$ cat src/rtl/ysyx22041405_id_ex_sender.sv
// ID->EX transmit stage: packs IDU decode results into the ID_EX message bus
// and hands it to the EXU through a two-entry skid buffer. The skid entry
// absorbs one extra message while the EXU stalls. The IDU-side ready signal
// comes from a flop, so an EXU stall has no combinational path to the IDU.
// Optional counters: define YSYX22041405_IDEX_PERF_EN to build stall_cnt and
// issue_cnt. Without it both outputs are tied to zero.
//
// Handshake: a transfer happens on a rising edge where valid and ready are both
// high. The producer keeps its payload stable while valid=1 and ready=0. The
// consumer's ready may depend on anything except the producer's valid in the
// same cycle.
module ysyx22041405_id_ex_sender #(
  parameter int WIDTH  = 32,
  parameter int CTRL_W = 17,
  parameter int DATA_W = 3*WIDTH+5
) (
  input  logic                     clk,
  input  logic                     rst,
  input  logic                     in_valid,
  output logic                     in_ready,
  input  logic [WIDTH-1:0]         in_pc,
  input  logic [WIDTH-1:0]         in_imm,
  input  logic [WIDTH-1:0]         in_rdata1,
  input  logic [WIDTH-1:0]         in_rdata2,
  input  logic [4:0]               in_waddr,
  input  logic [13:0]              in_alu_ctrl,
  input  logic                     in_s2_sel,
  input  logic                     in_rf_we,
  input  logic                     in_ebreak,
  input  logic                     flush,
  output logic                     out_valid,
  input  logic                     out_ready,
  output logic [WIDTH-1:0]         out_pc,
  output logic [CTRL_W+DATA_W-1:0] out_msg,
  output logic                     halted,
  output logic [31:0]              stall_cnt,
  output logic [31:0]              issue_cnt
);

  localparam int MSG_W = CTRL_W + DATA_W;
  // The ebreak flag is the lowest bit of the control field.
  localparam int EBREAK_BIT = DATA_W;

  typedef enum logic [1:0] {
    S_EMPTY = 2'd0,
    S_ONE   = 2'd1,
    S_TWO   = 2'd2,
    S_HALT  = 2'd3
  } state_t;

  state_t           state;
  logic [WIDTH-1:0] main_pc;
  logic [WIDTH-1:0] skid_pc;
  logic [MSG_W-1:0] main_msg;
  logic [MSG_W-1:0] skid_msg;
  logic             valid_q;
  logic             ready_q;
  logic             halt_q;
  logic [MSG_W-1:0] in_msg;
  logic             in_fire;
  logic             out_fire;
  logic             main_is_ebreak;

  assign in_msg = {in_alu_ctrl, in_s2_sel, in_rf_we, in_ebreak,
                   in_imm, in_rdata1, in_rdata2, in_waddr};

  assign in_fire        = in_valid & ready_q;
  assign out_fire       = valid_q & out_ready;
  assign main_is_ebreak = main_msg[EBREAK_BIT];

  assign in_ready  = ready_q;
  assign out_valid = valid_q;
  assign out_pc    = main_pc;
  assign out_msg   = main_msg;
  assign halted    = halt_q;

  // Buffer FSM. The valid, ready and halt flops are loaded with the values
  // that belong to the next state, so all three outputs come from flops.
  // ready_q resets to 0 and rises on the first clock edge after reset.
  always_ff @(posedge clk or posedge rst) begin
    if (rst) begin
      state    <= S_EMPTY;
      main_pc  <= '0;
      skid_pc  <= '0;
      main_msg <= '0;
      skid_msg <= '0;
      valid_q  <= 1'b0;
      ready_q  <= 1'b0;
      halt_q   <= 1'b0;
    end else if (state != S_HALT) begin
      if (out_fire && main_is_ebreak) begin
        // A delivered ebreak wins over flush and over any input this cycle.
        state   <= S_HALT;
        valid_q <= 1'b0;
        ready_q <= 1'b0;
        halt_q  <= 1'b1;
      end else if (flush) begin
        state   <= S_EMPTY;
        valid_q <= 1'b0;
        ready_q <= 1'b1;
      end else begin
        case (state)
          S_EMPTY: begin
            ready_q <= 1'b1;
            if (in_fire) begin
              main_pc  <= in_pc;
              main_msg <= in_msg;
              state    <= S_ONE;
              valid_q  <= 1'b1;
            end
          end
          S_ONE: begin
            if (in_fire && out_fire) begin
              main_pc  <= in_pc;
              main_msg <= in_msg;
            end else if (in_fire) begin
              skid_pc  <= in_pc;
              skid_msg <= in_msg;
              state    <= S_TWO;
              ready_q  <= 1'b0;
            end else if (out_fire) begin
              state   <= S_EMPTY;
              valid_q <= 1'b0;
            end
          end
          S_TWO: begin
            if (out_fire) begin
              main_pc  <= skid_pc;
              main_msg <= skid_msg;
              state    <= S_ONE;
              ready_q  <= 1'b1;
            end
          end
          default: begin
            state <= S_HALT;
          end
        endcase
      end
    end
  end

`ifdef YSYX22041405_IDEX_PERF_EN
  logic [31:0] stall_q;
  logic [31:0] issue_q;

  // Performance counters. valid_q is low in HALT, so both counters freeze there.
  always_ff @(posedge clk or posedge rst) begin
    if (rst) begin
      stall_q <= '0;
      issue_q <= '0;
    end else begin
      if (valid_q && !out_ready) stall_q <= stall_q + 32'd1;
      if (out_fire)              issue_q <= issue_q + 32'd1;
    end
  end

  assign stall_cnt = stall_q;
  assign issue_cnt = issue_q;
`else
  assign stall_cnt = 32'd0;
  assign issue_cnt = 32'd0;
`endif

endmodule

$ cat config.mk
export PLATFORM = sky130hd
export DESIGN_NAME = ysyx22041405_id_ex_sender
export DESIGN_NICKNAME = d
export VERILOG_FILES = /design/src/rtl/ysyx22041405_id_ex_sender.sv
export SDC_FILE = /design/constraint.sdc
export NUM_CORES = 1
export LEC_CHECK = 0
export CORE_ASPECT_RATIO = 0.75
export CORE_MARGIN = 4
export CORE_UTILIZATION = 50
export CTS_BUF_LIST = sky130_fd_sc_hd__clkbuf_2 sky130_fd_sc_hd__clkbuf_4 sky130_fd_sc_hd__clkbuf_8
export DETAILED_ROUTE_END_ITERATION = 10
export MAX_ROUTING_LAYER = met4
export PLACE_DENSITY = 0.8
export RECOVER_POWER = 25
export REMOVE_ABC_BUFFERS = 1
export SLEW_MARGIN = 20
export SYNTH_ARGS = -nofsm -noshare
export SYNTH_HDL_FRONTEND = slang
export SYNTH_SLANG_ARGS = --single-unit
$ cat constraint.sdc
create_clock -name clk -period 12.6 [get_ports clk]
set_input_delay 1.89 -clock clk [delete_from_list [all_inputs] [get_ports clk]]
set_output_delay 1.89 -clock clk [all_outputs]
set_load 0.05 [all_outputs]
# Word level (Yosys, flattened, before mapping)
# Cells that the tools add are included.
dict set report word_totals {
  register_bits 305
  in_bits 155
  out_inout_bits 217
  word_cells 67
}
dict set report classes {
  n_eq_ne 13
  n_mux 29
  n_bitwise 5
  n_reduce_logical 12
}
# cell count
set ops {}
lappend ops {{$mux 118} 3}
lappend ops {{$pmux 118 s3} 1}
lappend ops {{$mux 32} 3}
lappend ops {{$pmux 32 s3} 1}
lappend ops {{$ne 4x4->1 const B} 6}
lappend ops {{$mux 2} 7}
lappend ops {{$reduce_and 6->1} 2}
lappend ops {{$mux 1} 11}
lappend ops {{$reduce_and 5->1} 2}
lappend ops {{$ne 2x2->1 const B} 4}
lappend ops {{$reduce_and 7->1} 1}
lappend ops {{$pmux 2 s3} 1}
lappend ops {{$ne 5x5->1 const B} 1}
lappend ops {{$reduce_bool 5->1} 1}
lappend ops {{$reduce_bool 4->1} 1}
lappend ops {{$not 1->1} 3}
lappend ops {{$pmux 1 s3} 1}
lappend ops {{$reduce_bool 3->1} 1}
lappend ops {{$and 1x1->1} 2}
lappend ops {{$eq 2x1->1 const B} 1}
lappend ops {{$eq 2x2->1 const B} 1}
lappend ops {{$logic_and 1x1->1} 2}
lappend ops {{$logic_not 2->1} 1}
lappend ops {{$pmux 1 s2} 1}
lappend ops {{$reduce_and 2->1} 1}

# Depth between registers and ports, before layout
dict set report logic_depth {
  ltp_word 7
  mapped_depth 8
  ltp_nobuf 4
}

# Worst setup path after synthesis
# Ideal clock, no wire load.
dict set report synth_timing {
  path_kind {input to register}
  start {input port out_ready}
  end {register main_msg[14], in the netlist out_msg[14]}
  setup_ns 0.125
  arrival_time_ns 3.390
  required_time_ns 12.475
  path_slack_ns 9.085
  path_stages 6
  path_buffers 2
  cell_sequence {and3_1 -> or4b_1 -> o41ai_4 -> buf_8 -> buf_8 -> mux2_2}
}
dict set report synth_via {
  elab_chain_cells 4
  word_cells_on_any_way 7
  cone_classes {eq/ne (2); bitwise (2); reduce/logical (3)}
}
# item line
set synth_rtl {}
lappend synth_rtl {{from (decl)} 32} ;# input logic out_ready,
lappend synth_rtl {{$and 1x1->1 *} 68} ;# assign out_fire = valid_q & out_ready;
lappend synth_rtl {{$logic_and 1x1->1, on equally long branches} {113, 91}}
lappend synth_rtl {{$ne 2x2->1 (no line) or $not 1->1 (tied branches)} --}
lappend synth_rtl {{$reduce_and 7->1 (no line) *} --}
lappend synth_rtl {{to (signal assigned)} 107} ;# main_msg <= in_msg;
lappend synth_rtl {{to (signal assigned)} 115} ;# main_msg <= in_msg;
lappend synth_rtl {{to (signal assigned)} 129} ;# main_msg <= skid_msg;
lappend synth_rtl {{to (decl)} 54} ;# logic [MSG_W-1:0] main_msg;
# Mark *: on every way between the ends. The rest lies on a longest branch, timed or not.
# A chain may end at the register's enable or synchronous reset.

# Worst setup path in the final report
dict set report layout_timing {
  start {input port flush}
  end {register skid_msg[87]}
}
dict set report layout_via {
  elab_chain_cells 2
}
# item line
set layout_rtl {}
lappend layout_rtl {{from (decl)} 30} ;# input logic flush,
lappend layout_rtl {{$not 1->1 (no line)} --}
lappend layout_rtl {{$reduce_and 6->1 (no line)} --}
lappend layout_rtl {{to (signal assigned)} 118} ;# skid_msg <= in_msg;
lappend layout_rtl {{to (decl)} 55} ;# logic [MSG_W-1:0] skid_msg;
# Every way passes these cells.

==> flow_metrics.tcl <==
set metrics [dict create \
    outcome "finished with violations" \
    violations "capacitance limit, slew limit" \
    grt_usage_pct 20.6 \
    ff_latch_area_um2 7630 \
    multi_input_area_um2 5520 \
    ys_types 25 \
    hold_ws_ps 470 \
    first_pass_iters 4 \
    wire_per_inst_um 19.2 \
    die_y_um 152 \
    crit_type "in -> reg" \
    routed_via_density 5.07 \
    cts.sinks 305 \
    hold_path_end "halted" \
    dp_slack_ps 7380 \
    hp-start "halted" \
    syn_area_um2 13700 \
    cts.repair.resized 0 \
    clk_pin_slew_ps 60 \
    cts-buffers-inserted 49 \
    avgSynthCellArea_um2 15.2 \
    core.rowCount 52 \
    cts_buffer_depth 3 \
    fin_crit_sh_pct 57.8 \
    route.detailed.drc 0 \
    nFillCells 1971 \
    whs_path_depth 1 \
    slew_headroom_pct -308 \
    hold_path.class "reg -> reg" \
    place_hpwl_mm 20.3 \
    r2r_cells 5 \
    die_area_um2 30200 \
    core_area_um2 27000 \
    grt_pass1_wl_mm 48.0 \
    crit_required_ps 13030 \
    ys_ff_latch 305 \
    clk-insertion-delay-late_ps 570 \
    r2r-start "state[1]" \
    worstMarginPinSlew_ps 6090 \
    fin_crit_ps 7280 \
    io_pins 372 \
    setup_viol 0 \
    grt_pass1_vias 8823 \
    final_cell_mix "mux2_2, dfrtp_1, clkdlybuf4s50_1" \
    drive_gt1_share_pct 37.2 \
    hold_viol 0 \
    grt.overflow.total 0 \
    htree_levels 2 \
    ys_seq_area_share_pct 55.5 \
    initial_core_util_pct 50.9 \
    worstReg2RegEnd "skid_msg[87]" \
    rrSetupSlack_ps 6740 \
    final.setup.tns_ps 0 \
    max-cap-violations 2 \
    rsz0062_at_grt "false" \
    worst_slack_ps 5320 \
    max_freq_mhz 137 \
    finClkSkew_ps 15.3 \
    post-cts-setup-buffers 0 \
    cts_tree "built" \
    grt_max_degree 167 \
    final_nets 1375 \
    io_buffers 307 \
    worst_ep_arrival_time_ps 7710 \
    crit_fanout 76 \
    critPathCaptureType "register" \
    powerDensity_nw_per_um2 287 \
    maxSlewViolCount 218 \
    layout-area-overhead-vs-synth_pct 29.6 \
    synthCells 906 \
    p_total_mw 5.12 \
    drt_iter0_markers 237 \
    startpoint_type "input port" \
    p_leak_nw 7.62 \
    ys_warn_count 0 \
    wl_mm 30.8 \
    irDropWorstVdd_v 0.000212 \
    place_congestion 0.778 \
    clock-root-buffer "clkbuf_8" \
    cts_hold_buf 0 \
    die_x_um 199 \
    ant_nets 0 \
    layout_commonest_cell "mux2_2" \
    antenna_found_initial 1 \
    via_count 8154 \
]
cells by family after synthesis:
family	synth area share (%)
multiplexers	36.9
flip-flops	55.5
buffers and inverters	6.13
AO/OA/AOI/OAI	0.801
AND/OR/NAND/NOR	0.619
other	0.0273
metal layers:
metal	GRT usage, %	part of all wire, %	vias up
li1	-	-	3723
met1	26.9	43	4119
met2	31.2	46	273
met3	7.25	9.0	39
met4	4.85	1.5	0
met5	-	0	-
sequential cells by signal, indices dropped and copies added, names as in the netlist:
signal,count
halted,1
in_ready,1
out_msg,118
out_pc,32
out_valid,1
skid_msg,118
skid_pc,32
state,2
synth_stat cells, drive strengths merged:
| cell | count | area, um^2 |
|---|---|---|
| dfrtp | 305 | 7630 |
| mux2 | 450 | 5070 |
| nor2 | 2 | 7.51 |
| nand2 | 6 | 22.5 |
| nand3 | 2 | 10.0 |
| nand2b | 1 | 6.26 |
| and3 | 1 | 6.26 |
| conb | 1 | 3.75 |
| a21boi | 1 | 7.51 |
| inv | 3 | 11.3 |
| clkbuf | 18 | 67.6 |
| a31oi | 2 | 12.5 |
| o41ai | 1 | 27.5 |
| a21oi | 5 | 25.0 |
| nor2b | 1 | 6.26 |
| and3b | 1 | 8.76 |
| o31ai | 1 | 7.51 |
| buf | 97 | 763 |
| nand3b | 1 | 7.51 |
| o21ai | 6 | 30.0 |
| or4b | 1 | 10.0 |
critical path, stage by stage:
cell and delay (ps):
dlygate4sd3_1 690, a21oi_1 180, nand3_4 110, clkbuf_1 3030, buf_4 1150, mux2_2 430
cell type report:
class                   count  share of cell area (%)
repair buffers            315                    17.6
flip-flops and latches    305                    42.9
clock buffers              80                    5.76
clock inverters             5                   0.155
well taps                 351                    2.47
multi-input cells         546                    31.0
inverters                   3                  0.0703
diodes                      2                  0.0281
how the worst max path moves through the flow:
stage                         from      endpoint  cells past startpoint
after detailed placement     flush  skid_msg[58]                      6
after global placement       flush  skid_msg[72]                      6
after floorplan           state[1]  out_msg[100]                      4
final                        flush  skid_msg[87]                      6
after global routing         flush  skid_msg[15]                      6
after CTS                    flush  skid_msg[87]                      6
power by group:
part / switching, mW / internal [mW]
clock network: 0.382 / 0.511
logic: 1.44 / 1.04
registers: 0.257 / 1.48
per-stage QoR:
| step | area, um^2 | util, % | std cells |
|---|---|---|---|
| after floorplan | 13100 | - | 854 |
| after global placement | 16800 | 62.1 | 1520 |
| after detailed placement | 16800 | 62.1 | 1520 |
| after CTS | 17800 | 66.0 | 1605 |
| after global routing | 17800 | 65.9 | 1606 |
| final | 17800 | 66.0 | 1607 |
(Power assumes the default switching activity.)
